<file path="src/rtl/acq_capture_ctrl.sv">
// acq_capture_ctrl: decimates the ADC conversion strobe, captures a fixed
// number of samples per run and writes them to the FIFO one channel at a time.
module acq_capture_ctrl #(
    parameter int  CH_NUM = 2,
    parameter int  DATA_W = 12,
    parameter int  DIV_W  = 11,
    parameter int  CNT_W  = 11,
    localparam int CH_W   = (CH_NUM > 1) ? $clog2(CH_NUM) : 1
) (
    input  logic                     Clk,
    input  logic                     Rst_n,
    input  logic                     Start,
    input  logic                     Stop,
    input  logic                     Mode,
    input  logic [DIV_W-1:0]         Sample_Div,
    input  logic [CNT_W-1:0]         Num_Samples,
    input  logic                     ADC_Conv_Done,
    input  logic [CH_NUM*DATA_W-1:0] ADC_Data,
    input  logic                     FIFO_Full,
    output logic                     Wr_En,
    output logic [DATA_W-1:0]        Wr_Data,
    output logic [CH_W-1:0]          Wr_Ch,
    output logic                     Busy,
    output logic                     Done,
    output logic                     Overflow
);

    typedef enum logic [1:0] {
        ST_IDLE = 2'd0,
        ST_ACQ  = 2'd1,
        ST_EMIT = 2'd2
    } state_t;

    localparam logic [CH_W-1:0] LAST_CH = CH_W'(CH_NUM - 1);

    state_t                        r_state;
    state_t                        w_state_nxt;
    logic                          r_busy;
    logic                          r_done;
    logic                          r_overflow;
    logic                          r_mode;
    logic                          r_stop_pend;
    logic [DIV_W-1:0]              r_div;
    logic [DIV_W-1:0]              r_div_cnt;
    logic [CNT_W-1:0]              r_num;
    logic [CNT_W-1:0]              r_smp_cnt;
    logic [CH_NUM-1:0][DATA_W-1:0] r_hold;
    logic [CH_W-1:0]               r_ch_idx;

    logic w_accept;
    logic w_wr;
    logic w_last_wr;
    logic w_blk_done;
    logic w_stop_any;

    // A conversion is kept only when the divider count has reached the ratio.
    assign w_accept   = (r_state != ST_IDLE) && ADC_Conv_Done && (r_div_cnt == r_div);
    assign w_wr       = (r_state == ST_EMIT) && !FIFO_Full;
    assign w_last_wr  = w_wr && (r_ch_idx == LAST_CH);
    assign w_blk_done = w_last_wr && ((r_smp_cnt + CNT_W'(1)) == r_num);
    // A Stop arriving on the last-channel write still ends the run.
    assign w_stop_any = r_stop_pend || Stop;

    assign Wr_En    = w_wr;
    assign Wr_Data  = r_hold[r_ch_idx];
    assign Wr_Ch    = r_ch_idx;
    assign Busy     = r_busy;
    assign Done     = r_done;
    assign Overflow = r_overflow;

    // State register; Busy is registered from the next state so it tracks the FSM.
    always_ff @(posedge Clk or negedge Rst_n) begin
        if (!Rst_n) begin
            r_state <= ST_IDLE;
            r_busy  <= 1'b0;
        end else begin
            // NOTE: non-blocking assignments for every flop so all state updates see pre-edge values.
            r_state <= w_state_nxt;
            r_busy  <= (w_state_nxt != ST_IDLE);
        end
    end

    // Next-state selection for the run / capture / emit sequence.
    always_comb begin
        // NOTE: default assigned first so no path leaves the next state unassigned (no latch).
        w_state_nxt = r_state;
        case (r_state)
            ST_IDLE: begin
                if (Start && (Num_Samples != '0)) begin
                    w_state_nxt = ST_ACQ;
                end
            end
            ST_ACQ: begin
                if (Stop) begin
                    w_state_nxt = ST_IDLE;
                end else if (w_accept) begin
                    w_state_nxt = ST_EMIT;
                end
            end
            ST_EMIT: begin
                if (w_last_wr) begin
                    if (w_blk_done) begin
                        w_state_nxt = (r_mode && !w_stop_any) ? ST_ACQ : ST_IDLE;
                    end else if (w_stop_any) begin
                        w_state_nxt = ST_IDLE;
                    end else begin
                        w_state_nxt = ST_ACQ;
                    end
                end
            end
            default: begin
                w_state_nxt = ST_IDLE;
            end
        endcase
    end

    // Configuration, counters, hold register and status flags.
    always_ff @(posedge Clk or negedge Rst_n) begin
        if (!Rst_n) begin
            r_mode      <= 1'b0;
            r_div       <= '0;
            r_num       <= '0;
            r_div_cnt   <= '0;
            r_smp_cnt   <= '0;
            // NOTE: the hold register is reset so Wr_Data reads 0 out of reset.
            r_hold      <= '0;
            r_ch_idx    <= '0;
            r_stop_pend <= 1'b0;
            r_overflow  <= 1'b0;
            r_done      <= 1'b0;
        end else begin
            r_done <= 1'b0;
            if (r_state == ST_IDLE) begin
                if (Start) begin
                    r_mode      <= Mode;
                    r_div       <= Sample_Div;
                    r_num       <= Num_Samples;
                    r_div_cnt   <= '0;
                    r_smp_cnt   <= '0;
                    r_ch_idx    <= '0;
                    r_stop_pend <= 1'b0;
                    r_overflow  <= 1'b0;
                    r_done      <= (Num_Samples == '0);
                end
            end else begin
                if (ADC_Conv_Done) begin
                    r_div_cnt <= (r_div_cnt == r_div) ? '0 : r_div_cnt + DIV_W'(1);
                end
                if ((r_state == ST_ACQ) && w_accept && !Stop) begin
                    r_hold   <= ADC_Data;
                    r_ch_idx <= '0;
                end
                if (r_state == ST_EMIT) begin
                    if (w_accept) begin
                        r_overflow <= 1'b1;
                    end
                    if (Stop) begin
                        r_stop_pend <= 1'b1;
                    end
                    if (w_wr) begin
                        r_ch_idx <= (r_ch_idx == LAST_CH) ? '0 : r_ch_idx + CH_W'(1);
                    end
                    if (w_last_wr) begin
                        r_stop_pend <= 1'b0;
                        if (w_blk_done) begin
                            r_done    <= 1'b1;
                            r_smp_cnt <= r_mode ? '0 : r_smp_cnt + CNT_W'(1);
                        end else begin
                            r_smp_cnt <= r_smp_cnt + CNT_W'(1);
                        end
                    end
                end
            end
        end
    end

endmodule

</file>
<file path="config.mk">
export PLATFORM = sky130hd
export DESIGN_NAME = acq_capture_ctrl
export DESIGN_NICKNAME = d
export VERILOG_FILES = /design/src/rtl/acq_capture_ctrl.sv
export SDC_FILE = /design/constraint.sdc
export NUM_CORES = 1
export LEC_CHECK = 0
export ABC_AREA = 1
export CAP_MARGIN = 10
export CORE_UTILIZATION = 30
export CTS_CLUSTER_DIAMETER = 100
export DETAILED_ROUTE_END_ITERATION = 10
export GPL_ROUTABILITY_DRIVEN = 0
export GPL_TIMING_DRIVEN = 0
export PLACE_DENSITY = 0.57
export SLEW_MARGIN = 10
export SYNTH_ARGS = -nofsm -noshare
export SYNTH_HDL_FRONTEND = slang
export SYNTH_SLANG_ARGS = --single-unit
</file>
<file path="constraint.sdc">
create_clock -name Clk -period 5.5 [get_ports Clk]
set_input_delay 1.1 -clock Clk [delete_from_list [all_inputs] [get_ports Clk]]
set_output_delay 1.1 -clock Clk [all_outputs]
set_load 0.01 [all_outputs]
</file>
==> qor.csv <==
stage;metric;value;unit
cells_and_area;commonest cells after routing, fill and taps aside;nand2_1 (181), dfrtp_1 (76), clkdlybuf4s50_1 (68), inv_1 (55), nand3_1 (44);
sta;final setup TNS;0;ns
yosys;post-synth top area cell;dfrtp_1;
yosys;synth unique cells;33;
detailed_routing;Metal-1 WL;5.04;mm
cts;Max H-tree Level;3;
sta;Max Clock Skew;0.00710;ns
worst_setup_path;CP most frequent cell;clkbuf_1;
cells_and_area;Ant. Diodes;0;
yosys;Mapped Nets;579;
placement;Buffers on Ports;69;
detailed_routing;met3 wire len;598;um
cts;Clock transition at path regs;0.06;ns
sta;RSZ-0062 raised after global routing;false;
floorplan;FP Rows;41;
detailed_routing;met2 wire len;4.36;mm
cts;Clock Path Buffers;2;
global_routing;vias in the first global route;3396;
placement;DP Wirelength;7.62;mm
worst_setup_path;worst path bufs/invs;3;
cells_and_area;# fillers;1274;
detailed_routing;mean number of vias per cell;4.64;
sta;Final min period;3.39;ns
cts;worst skew pair latency;0.33;ns
floorplan;die height;117;um
sta;Final Hold Fails;0;
sta;Final setup viols;0;
worst_setup_path;critical path launch point type;flip-flop;
cells_and_area;area of the multi-input gates;1770;um^2
cts;CTS Hold Buffers Added;0;
global_routing;first-pass GRT wire length;16.6;mm
floorplan;io pins;70;
yosys;Avg Cell Area, Syn;7.56;um^2
cts;CTS tree;built;
detailed_routing;antenna viol nets, final;0;
yosys;top post-synthesis cells by area;dfrtp_1 (48%), nand2_1 (17%), nand3_1 (5.6%);
global_routing;initial antenna violation count;0;
cts;CTS Sinks;76;
detailed_routing;First DRT Iteration DRCs;293;
sta;Slew HR;0.430;
power_and_ir_drop;Lkg Pwr;2.50;nW
worst_setup_path;Critical Path AT;2.29;ns
yosys;Yosys reg bits;76;
sta;Final period util;0.616;
cts;post_cts resized;0;
worst_setup_path;CP Max Fanout;10;
flow_run;Max Cap Viol;0;
worst_setup_path;critical path class;flip-flop to output port;
yosys;register area share after synthesis;0.480;
outcome;outcome;completed;
worst_setup_path;crit-path cells;clkbuf_1 -> clkbuf_1 -> nand2_1 -> o21ai_0 -> clkdlybuf4s50_1;
floorplan;Starting Density;0.310;
global_routing;largest net degree at the start of global routing;62;
power_and_ir_drop;Power, Total;1.74;mW
cells_and_area;layout cell share with drive strength beyond 1;0.0623;
power_and_ir_drop;Power Density;332;nW/um^2
floorplan;Core Area;12800;um^2
sta;worst slew pin tran;0.852;ns
detailed_routing;# DRC;0;
cells_and_area;register area;1900;um^2
power_and_ir_drop;worst-case vdd ir drop;168;uV
cells_and_area;final net count;660;
cts;setup bufs post-CTS;0;
global_routing;Congestion Overflow GR;0;
worst_hold_path;Hold Crit Class;flip-flop to flip-flop;
floorplan;DIE WIDTH;117;um
sta;Fmax;295;MHz
worst_setup_path;Crit path max-delay family;buffers and inverters;
detailed_routing;Pre-Repair DR Iteration Count;4;
floorplan;die footprint;13700;um^2
yosys;Synth Warn #;0;
cells_and_area;area grow syn2layout;32.0;%
global_routing;GR Util All Layers;0.160;
sta;max-slew violations;0;
yosys;synthesized instance count;524;
cells_and_area;post-layout instance count excluding filler cells;782;
cells_and_area;commonest non-fill, non-tap cell in the layout;nand2_1;
detailed_routing;DR WL/cell;13.0;um
detailed_routing;drt total wl;10.1;mm
placement;Inst Count DP;766;
yosys;synthesized area;3960;um^2
cts;CTS Root Cell;clkbuf_16;
detailed_routing;total number of vias;3627;
worst_setup_path;CP max-delay cell;clkdlybuf4s50_1;
worst_setup_path;worst endpoint required time;4.40;ns
worst_setup_path;endpoint class of the critical path;output port;
cts;CTS Buf Count;9;
detailed_routing;top sig layer;met4;
worst_setup_path;slowest cell delay on critical path;0.57;ns
yosys;Synth top area share;0.480;
-- cells by family (layout without fill, tap and decap cells) --
| kind of cell | count (synthesis) | after routing | share of synthesized area |
|---|---|---|---|
| and+or+nand+nor | 299 | 299 | 0.323 |
| DFF | 76 | 76 | 0.480 |
| AOI/OAI and AO/OA | 60 | 60 | 0.0802 |
| adders and majority gates | 2 | 2 | 0.00631 |
| buffers and inverters | 72 | 158 | 0.0729 |
| xor gates and xnor gates | 15 | 15 | 0.0376 |
-- power breakdown --
group / leakage, nW / switching [mW] / internal [mW]
combinational: 1.39 / 0.210 / 0.159
clock: 0.162 / 0.225 / 0.435
sequential: 0.954 / 0.0632 / 0.644
total: 2.50 / 0.499 / 1.24
-- registers in the layout (all words and copies together), names as in the netlist --
register and flops:
Overflow 1, r_div_cnt 11, r_mode 1, r_smp_cnt 11
r_hold 24, Done 1, Wr_Ch 1, Busy 1
r_num 11, r_state 2, r_stop_pend 1, r_div 11
-- synth_stat cells, drive strengths merged --
library cell / number
nor2: 48
nor4: 2
nand3b: 3
ha: 2
nand4: 6
dfrtp: 76
xnor2: 8
o31ai: 1
nor3: 7
a21oi: 16
o22ai: 7
o21bai: 1
nand2: 184
or3: 1
o21ai: 35
nand3: 46
and3: 1
xnor3: 1
clkinv: 1
buf: 5
or2: 1
inv: 56
xor2: 6
clkbuf: 10
-- worst register-to-register path, cell delays in order (launching register included) --
cell	delay [ns]
dfrtp_1	0.42
nor2_1	0.16
inv_1	0.08
nor2_1	0.65
inv_1	0.25
clkbuf_1	0.29
nand2_1	0.12
nand2_1	0.06
-- metal layers --
metal | up-vias | global-route usage
met5 | - | 0
li1 | 1827 | -
met1 | 1687 | 0.228
met2 | 104 | 0.240
met3 | 9 | 0.0309
met4 | 0 | 0.0608
-- area by class of cell --
class,instances,area share
repair buffers,70,0.137
clock buffers,13,0.0516
flip-flops and latches,76,0.363
well taps,172,0.0411
plain buffers,15,0.0143
inverters,57,0.0409
multi-input cells,376,0.339
clock inverters,3,0.0129
-- through the flow --
stage / instance area (um^2) / hold WS (ns) / utilization / setup WS [ns]
after global routing: 5230 / 0.496 / 0.410 / 1.97
after detailed placement: 4890 / 0.466 / 0.383 / 2.15
after floorplan: 3960 / 0.449 / - / 3.10
final: 5230 / 0.478 / 0.410 / 2.11
after global placement: 4870 / 0.467 / 0.381 / 0.599
after CTS: 5230 / 0.482 / 0.410 / 2.08
-- worst paths after layout --
check	start	to	slack [ns]	depth (start not counted)
max	Wr_Ch$_DFFE_PN0P_	Wr_Data[3]	2.11	5
min	r_hold[17]$_DFFE_PN0P_	r_hold[17]$_DFFE_PN0P_	0.48	2
max reg2reg	r_state[1]$_DFF_PN0_	r_div[6]$_DFFE_PN0P_	3.36	7
min reg2reg	r_hold[17]$_DFFE_PN0P_	r_hold[17]$_DFFE_PN0P_	0.48	2
max in group asynchronous	Rst_n	r_div_cnt[4]$_DFFE_PN0P_	4.30	2
min in group asynchronous	Rst_n	r_num[0]$_DFFE_PN0P_	0.63	1
Note: power is estimated with default switching activity, not from simulation.
